==> src/rtl/mem_port_arbiter.sv <==
// Two-master round-robin arbiter in front of a single-port synchronous RAM.
// Define LOCK_EN to add lock0/lock1 inputs that let a granted port keep priority.
module mem_port_arbiter #(
  parameter int AW = 9,
  parameter int DW = 16
) (
  input  logic          clk,
  input  logic          reset,
`ifdef LOCK_EN
  input  logic          lock0,
  input  logic          lock1,
`endif
  input  logic          req0,
  input  logic [1:0]    cmd0,
  input  logic [AW-1:0] addr0,
  input  logic [DW-1:0] wdata0,
  output logic          ack0,
  input  logic          req1,
  input  logic [1:0]    cmd1,
  input  logic [AW-1:0] addr1,
  input  logic [DW-1:0] wdata1,
  output logic          ack1,
  output logic [DW-1:0] rdata,
  output logic [1:0]    mem_cmd,
  output logic [AW-1:0] mem_addr,
  output logic [DW-1:0] mem_wdata,
  input  logic [DW-1:0] mem_rdata,
  output logic          busy
);

  typedef enum logic [1:0] {
    IDLE  = 2'd0,
    ISSUE = 2'd1,
    RWAIT = 2'd2,
    DONE  = 2'd3
  } state_t;

  localparam logic [1:0] CMD_NONE  = 2'b00;
  localparam logic [1:0] CMD_READ  = 2'b01;
  localparam logic [1:0] CMD_WRITE = 2'b10;

  state_t          state_q, state_d;
  logic            last_q, last_d;
  logic            grant_q, grant_d;
  logic [1:0]      mem_cmd_q, mem_cmd_d;
  logic [AW-1:0]   mem_addr_q, mem_addr_d;
  logic [DW-1:0]   mem_wdata_q, mem_wdata_d;
  logic [DW-1:0]   rdata_q, rdata_d;
  logic            ack0_q, ack0_d;
  logic            ack1_q, ack1_d;
  logic            busy_q, busy_d;
  logic            valid0, valid1;
  logic            win;

  assign valid0 = req0 && ((cmd0 == CMD_READ) || (cmd0 == CMD_WRITE));
  assign valid1 = req1 && ((cmd1 == CMD_READ) || (cmd1 == CMD_WRITE));

`ifdef LOCK_EN
  logic lock_hold_q, lock_hold_d;
  logic granted_lock;

  assign granted_lock = grant_q ? lock1 : lock0;
`endif

  always_comb begin
    state_d     = state_q;
    last_d      = last_q;
    grant_d     = grant_q;
    mem_cmd_d   = mem_cmd_q;
    mem_addr_d  = mem_addr_q;
    mem_wdata_d = mem_wdata_q;
    rdata_d     = rdata_q;
    ack0_d      = 1'b0;
    ack1_d      = 1'b0;
    win         = 1'b0;
`ifdef LOCK_EN
    lock_hold_d = lock_hold_q;
`endif

    case (state_q)
      IDLE: begin
`ifdef LOCK_EN
        // A held lock only applies to this one IDLE cycle.
        lock_hold_d = 1'b0;
`endif
        if (valid0 || valid1) begin
          if (valid0 && valid1) begin
`ifdef LOCK_EN
            win = lock_hold_q ? grant_q : ~last_q;
`else
            win = ~last_q;
`endif
          end else begin
            win = valid1;
          end
          grant_d     = win;
          mem_cmd_d   = win ? cmd1   : cmd0;
          mem_addr_d  = win ? addr1  : addr0;
          mem_wdata_d = win ? wdata1 : wdata0;
          state_d     = ISSUE;
        end
      end

      ISSUE: begin
        mem_cmd_d = CMD_NONE;
        if (mem_cmd_q == CMD_WRITE) begin
          ack0_d  = ~grant_q;
          ack1_d  = grant_q;
          state_d = DONE;
        end else begin
          state_d = RWAIT;
        end
      end

      RWAIT: begin
        // RAM data for the MREAD issued last cycle is valid now.
        rdata_d = mem_rdata;
        ack0_d  = ~grant_q;
        ack1_d  = grant_q;
        state_d = DONE;
      end

      DONE: begin
        state_d = IDLE;
`ifdef LOCK_EN
        if (granted_lock) begin
          lock_hold_d = 1'b1;
        end else begin
          last_d = grant_q;
        end
`else
        last_d = grant_q;
`endif
      end

      default: begin
        state_d   = IDLE;
        mem_cmd_d = CMD_NONE;
      end
    endcase

    busy_d = (state_d != IDLE);
  end

  always_ff @(posedge clk or posedge reset) begin
    if (reset) begin
      state_q     <= IDLE;
      last_q      <= 1'b1;
      grant_q     <= 1'b0;
      mem_cmd_q   <= CMD_NONE;
      mem_addr_q  <= '0;
      mem_wdata_q <= '0;
      rdata_q     <= '0;
      ack0_q      <= 1'b0;
      ack1_q      <= 1'b0;
      busy_q      <= 1'b0;
`ifdef LOCK_EN
      lock_hold_q <= 1'b0;
`endif
    end else begin
      state_q     <= state_d;
      last_q      <= last_d;
      grant_q     <= grant_d;
      mem_cmd_q   <= mem_cmd_d;
      mem_addr_q  <= mem_addr_d;
      mem_wdata_q <= mem_wdata_d;
      rdata_q     <= rdata_d;
      ack0_q      <= ack0_d;
      ack1_q      <= ack1_d;
      busy_q      <= busy_d;
`ifdef LOCK_EN
      lock_hold_q <= lock_hold_d;
`endif
    end
  end

  assign mem_cmd   = mem_cmd_q;
  assign mem_addr  = mem_addr_q;
  assign mem_wdata = mem_wdata_q;
  assign rdata     = rdata_q;
  assign ack0      = ack0_q;
  assign ack1      = ack1_q;
  assign busy      = busy_q;

endmodule

==> config.mk <==
export PLATFORM = sky130hd
export DESIGN_NAME = mem_port_arbiter
export DESIGN_NICKNAME = d
export VERILOG_FILES = /design/src/rtl/mem_port_arbiter.sv
export SDC_FILE = /design/constraint.sdc
export NUM_CORES = 1
export LEC_CHECK = 0
export BUFFER_PORTS_ARGS = -buffer_cell sky130_fd_sc_hd__buf_2
export CAP_MARGIN = 0
export CORE_UTILIZATION = 30
export DETAILED_ROUTE_END_ITERATION = 12
export MAX_ROUTING_LAYER = met4
export SYNTH_ARGS = -nofsm -noshare
export SYNTH_HDL_FRONTEND = slang
export SYNTH_SLANG_ARGS = --single-unit
==> constraint.sdc <==
create_clock -name clk -period 2 [get_ports clk]
set_clock_uncertainty 0.1 [all_clocks]
set_input_delay 0.1 -clock clk [delete_from_list [all_inputs] [get_ports clk]]
set_output_delay 0.1 -clock clk [all_outputs]
set_load 0.05 [all_outputs]
==> impl_metrics.toml <==
[status]
outcome = "completed"

[clocking]
clock_tree.buffer_depth = 2
worst_setup_hold_path_clk_slew_ns = 0.10
worstSkewPairLatency_ns = 0.30
cts_tree = "done"
cts_inserted_buffers = 5
post_cts_setup_driven_buffer_insertion_count = 0
cts.sinks = 50
ctsRootBufferMaster = "sky130_fd_sc_hd__clkbuf_8"
htree_num_levels = 2

[critical_path]
critPathKind = "flip-flop to flip-flop"
crit-reg2reg-capture = "mem_wdata[2]"
timing.critical_path.from = "state_q[1]"
worst_setup_path_start_kind = "flip-flop"
worst_ep_required_time_ns = 2.13
crit_path_cell_trace = "inv_1 -> ha_2 -> and2_1 -> a32o_4 -> nor2_1 -> a21oi_1"
worst_r2r_startpoint = "state_q[1]"
max_stage_delay_ns = 0.42
cp_slowest_cell = "sky130_fd_sc_hd__dfrtp_1"
timing.critical_path.to_type = "flip-flop"
regToRegSetupSlack_ns = 0.18
worst-endpoint-arrival_ns = 1.95
worstRegToRegCells = 6
critical_path_peak_fanout = 25

[yosys]
synthesized_flop_and_latch_total = 50
synth_instances = 194
synth_largest_area_cell = "sky130_fd_sc_hd__dfrtp_1"
ys.warnings.count = 0
dominant_combinational_cell_family_by_area_after_synthesis = "multiplexers"
simple_logic_cell_fraction_of_the_synthesized_area = 0.0659
synth_top_area_frac = 0.534
xor_xnor_share_of_the_synthesized_area = 0.0114
synth_adder_area_share = 0.0272
share_of_the_synthesized_area_in_compound_gates_ao_oa_aoi_oai = 0.102
synthesis.area_per_instance_um2 = 11.8
yosysSeqAreaShare = 0.546
post_synth_mux_area_share = 0.197
synth_nets = 273
ys_top_cells_by_area = "sky130_fd_sc_hd__dfrtp_1 (53%), sky130_fd_sc_hd__mux2i_1 (11%), sky130_fd_sc_hd__mux2_2 (8.8%)"
synthesis.area_mm2 = 0.00230
synth.lib_cells_used.distinct = 31

[power_and_ir_drop]
power.static_leakage_nw = 1.75
vdd_ir_drop_max_mv = 0.763
power_per_cell_area_mw_per_mm2 = 1700

[global_routing]
grt_first_pass_wirelength_um = 8250
grtUsageTotal = 0.142
globalRouteOverflowTotal = 0
antenna_violations_before_repair = 0
grt_start_max_net_pins = 52
number_of_global_route_vias_before_repair = 1862

[layout]
mostFrequentLayoutCell = "sky130_fd_sc_hd__buf_2"
areaGrowthSynthToFinish_pct = 52.3
fillers = 674
most_frequent_cells_in_the_layout = "sky130_fd_sc_hd__buf_2 (119), sky130_fd_sc_hd__dfrtp_1 (49), sky130_fd_sc_hd__dlygate4sd3_1 (32)"
final_layout_size_suffix_gt1_frac = 0.454
antenna_cells = 0
finish.net_count = 428

[routing]
drt_first_iter_violations = 86
detailedRoute.firstPassIterationCount = 4
detail_route.wl_per_cell_um = 12.9
drc = 0
route.final.wire_length_um = 5790
postRouteAntennaNets = 0
num_vias = 2013
via_per_inst = 4.48

[sta]
setup_ws_ns = 0.183
drv_slew = 0
hold_viol_final = 0
grt_setup_unrepaired = "false"
timing.final.crit_period_ns = 1.82
setup_violations = 0
worst-slew-pin-transition_ns = 0.543
fmax_mhz = 550
finalSetupTns_ns = 0
max-slew-margin-rel = 0.637
layout_worst_path_cycle_share = 0.908

[placed_design]
port_buffers = 119
dp_worst_setup_slack_ns = -0.131
routabilityCongestion = 0.751
place_hpwl_um = 3720

[min_path]
hold-path-endpoint = "mem_addr[7]"
timing.hold.worst_path_depth = 3
min_from = "addr0[7]"
hold_path.class = "input port to flip-flop"

[floorplanning]
chipWidth_um = 89.5
dieHeight_um = 89.5
coreArea_mm2 = 0.00733
core.rowCount = 31
initial_core_utilization = 0.313
dieArea_mm2 = 0.00801
num_io_pins = 120

[flow_run]
max_cap_viol_count = 0
==> where the power goes <==
group          total, mW  internal [mW]  switching (mW)
Sequential          1.77           1.51           0.254
Combinational       3.44           1.00            2.44
Clock              0.726          0.381           0.345
Total               5.93           2.90            3.04
==> layer usage <==
layer,up-vias,GRT usage,wire (um)
met5,-,-,0
met4,0,0.0390,39
met3,5,0.0323,381
met2,87,0.243,2880
met1,921,0.168,2490
li1,1000,-,-
==> synth_stat cells <==
cell type	n
sky130_fd_sc_hd__a221o_1	1
sky130_fd_sc_hd__o21ai_0	1
sky130_fd_sc_hd__a32o_1	1
sky130_fd_sc_hd__o211ai_2	1
sky130_fd_sc_hd__dfstp_2	1
sky130_fd_sc_hd__a21boi_0	1
sky130_fd_sc_hd__a21oi_1	27
sky130_fd_sc_hd__buf_6	1
sky130_fd_sc_hd__buf_2	6
sky130_fd_sc_hd__nand3_1	4
sky130_fd_sc_hd__xor2_1	2
sky130_fd_sc_hd__o41ai_1	2
sky130_fd_sc_hd__mux2_2	18
sky130_fd_sc_hd__xnor2_1	1
sky130_fd_sc_hd__mux2i_1	25
sky130_fd_sc_hd__inv_1	6
sky130_fd_sc_hd__nand2_1	3
sky130_fd_sc_hd__or2_1	1
sky130_fd_sc_hd__a32oi_1	1
sky130_fd_sc_hd__nor2_1	27
sky130_fd_sc_hd__nor2b_1	1
sky130_fd_sc_hd__a31o_2	1
sky130_fd_sc_hd__a31oi_1	1
sky130_fd_sc_hd__clkbuf_1	1
sky130_fd_sc_hd__dfrtp_1	49
sky130_fd_sc_hd__buf_4	1
sky130_fd_sc_hd__and2_1	1
sky130_fd_sc_hd__ha_1	5
sky130_fd_sc_hd__buf_12	2
sky130_fd_sc_hd__o22ai_1	1
sky130_fd_sc_hd__o211ai_1	1
==> worst max path at each step <==
| stage | end |
|---|---|
| 2_1_floorplan | busy |
| 3_3_place_gp | mem_wdata[11] |
| 3_5_place_dp | mem_wdata[1] |
| 4_1_cts | mem_wdata[1] |
| 5_1_grt | mem_cmd[0] |
| 6_report | mem_wdata[2] |
==> registers in the layout, indices dropped and copies added (netlist names), 2 cells and up <==
register,flops
state_q,2
mem_wdata,16
mem_cmd,2
mem_addr,9
rdata,16
==> cells by family after synthesis <==
| family | count (synthesis) |
|---|---|
| xor+xnor | 3 |
| flops | 50 |
| mux | 43 |
| compound gates | 39 |
| simple gates | 37 |
| buf+inv | 17 |
| fa+ha+maj | 5 |
==> worst max-delay path: cells and delay by family (launching register included) <==
family / cells / cell delay, ns
simple gates: 2 / 0.34
fa+ha+maj: 1 / 0.27
buf+inv: 1 / 0.11
flops: 1 / 0.42
compound gates: 2 / 0.49
==> cell type report <==
type	instances	area, um2	area share
Multi-Input combinational cell	129	993	0.284
Clock buffer	5	68.8	0.0197
Timing Repair Buffer	157	986	0.282
Tap cell	99	124	0.0354
Sequential cell	50	1250	0.358
Clock inverter	3	48.8	0.0140
Inverter	6	22.5	0.00644
==> stage by stage <==
stage | utilization | area (um2) | cells | power, mW | hold slack (ns)
global placement | 0.410 | 3000 | 407 | 5.04 | 0.0870
CTS | 0.471 | 3450 | 447 | 5.90 | 0.000926
detailed placement | 0.410 | 3000 | 407 | 5.11 | 0.0863
global route | 0.477 | 3500 | 449 | 6.31 | 0.00186
finish | 0.477 | 3500 | 449 | 5.93 | 0.00122
floorplan | - | 2300 | 194 | 4.32 | 0.152
==> what timing repair did <==
action | 4_1_cts | 5_1_grt
cloned | 0 | 2
gates resized for setup | 1 | 3
endpoints found under the hold margin | 49 | 0
hold buffers | 32 | 0
endpoints found under the setup margin | 26 | 23
Note: power is estimated with default switching activity, not from simulation.
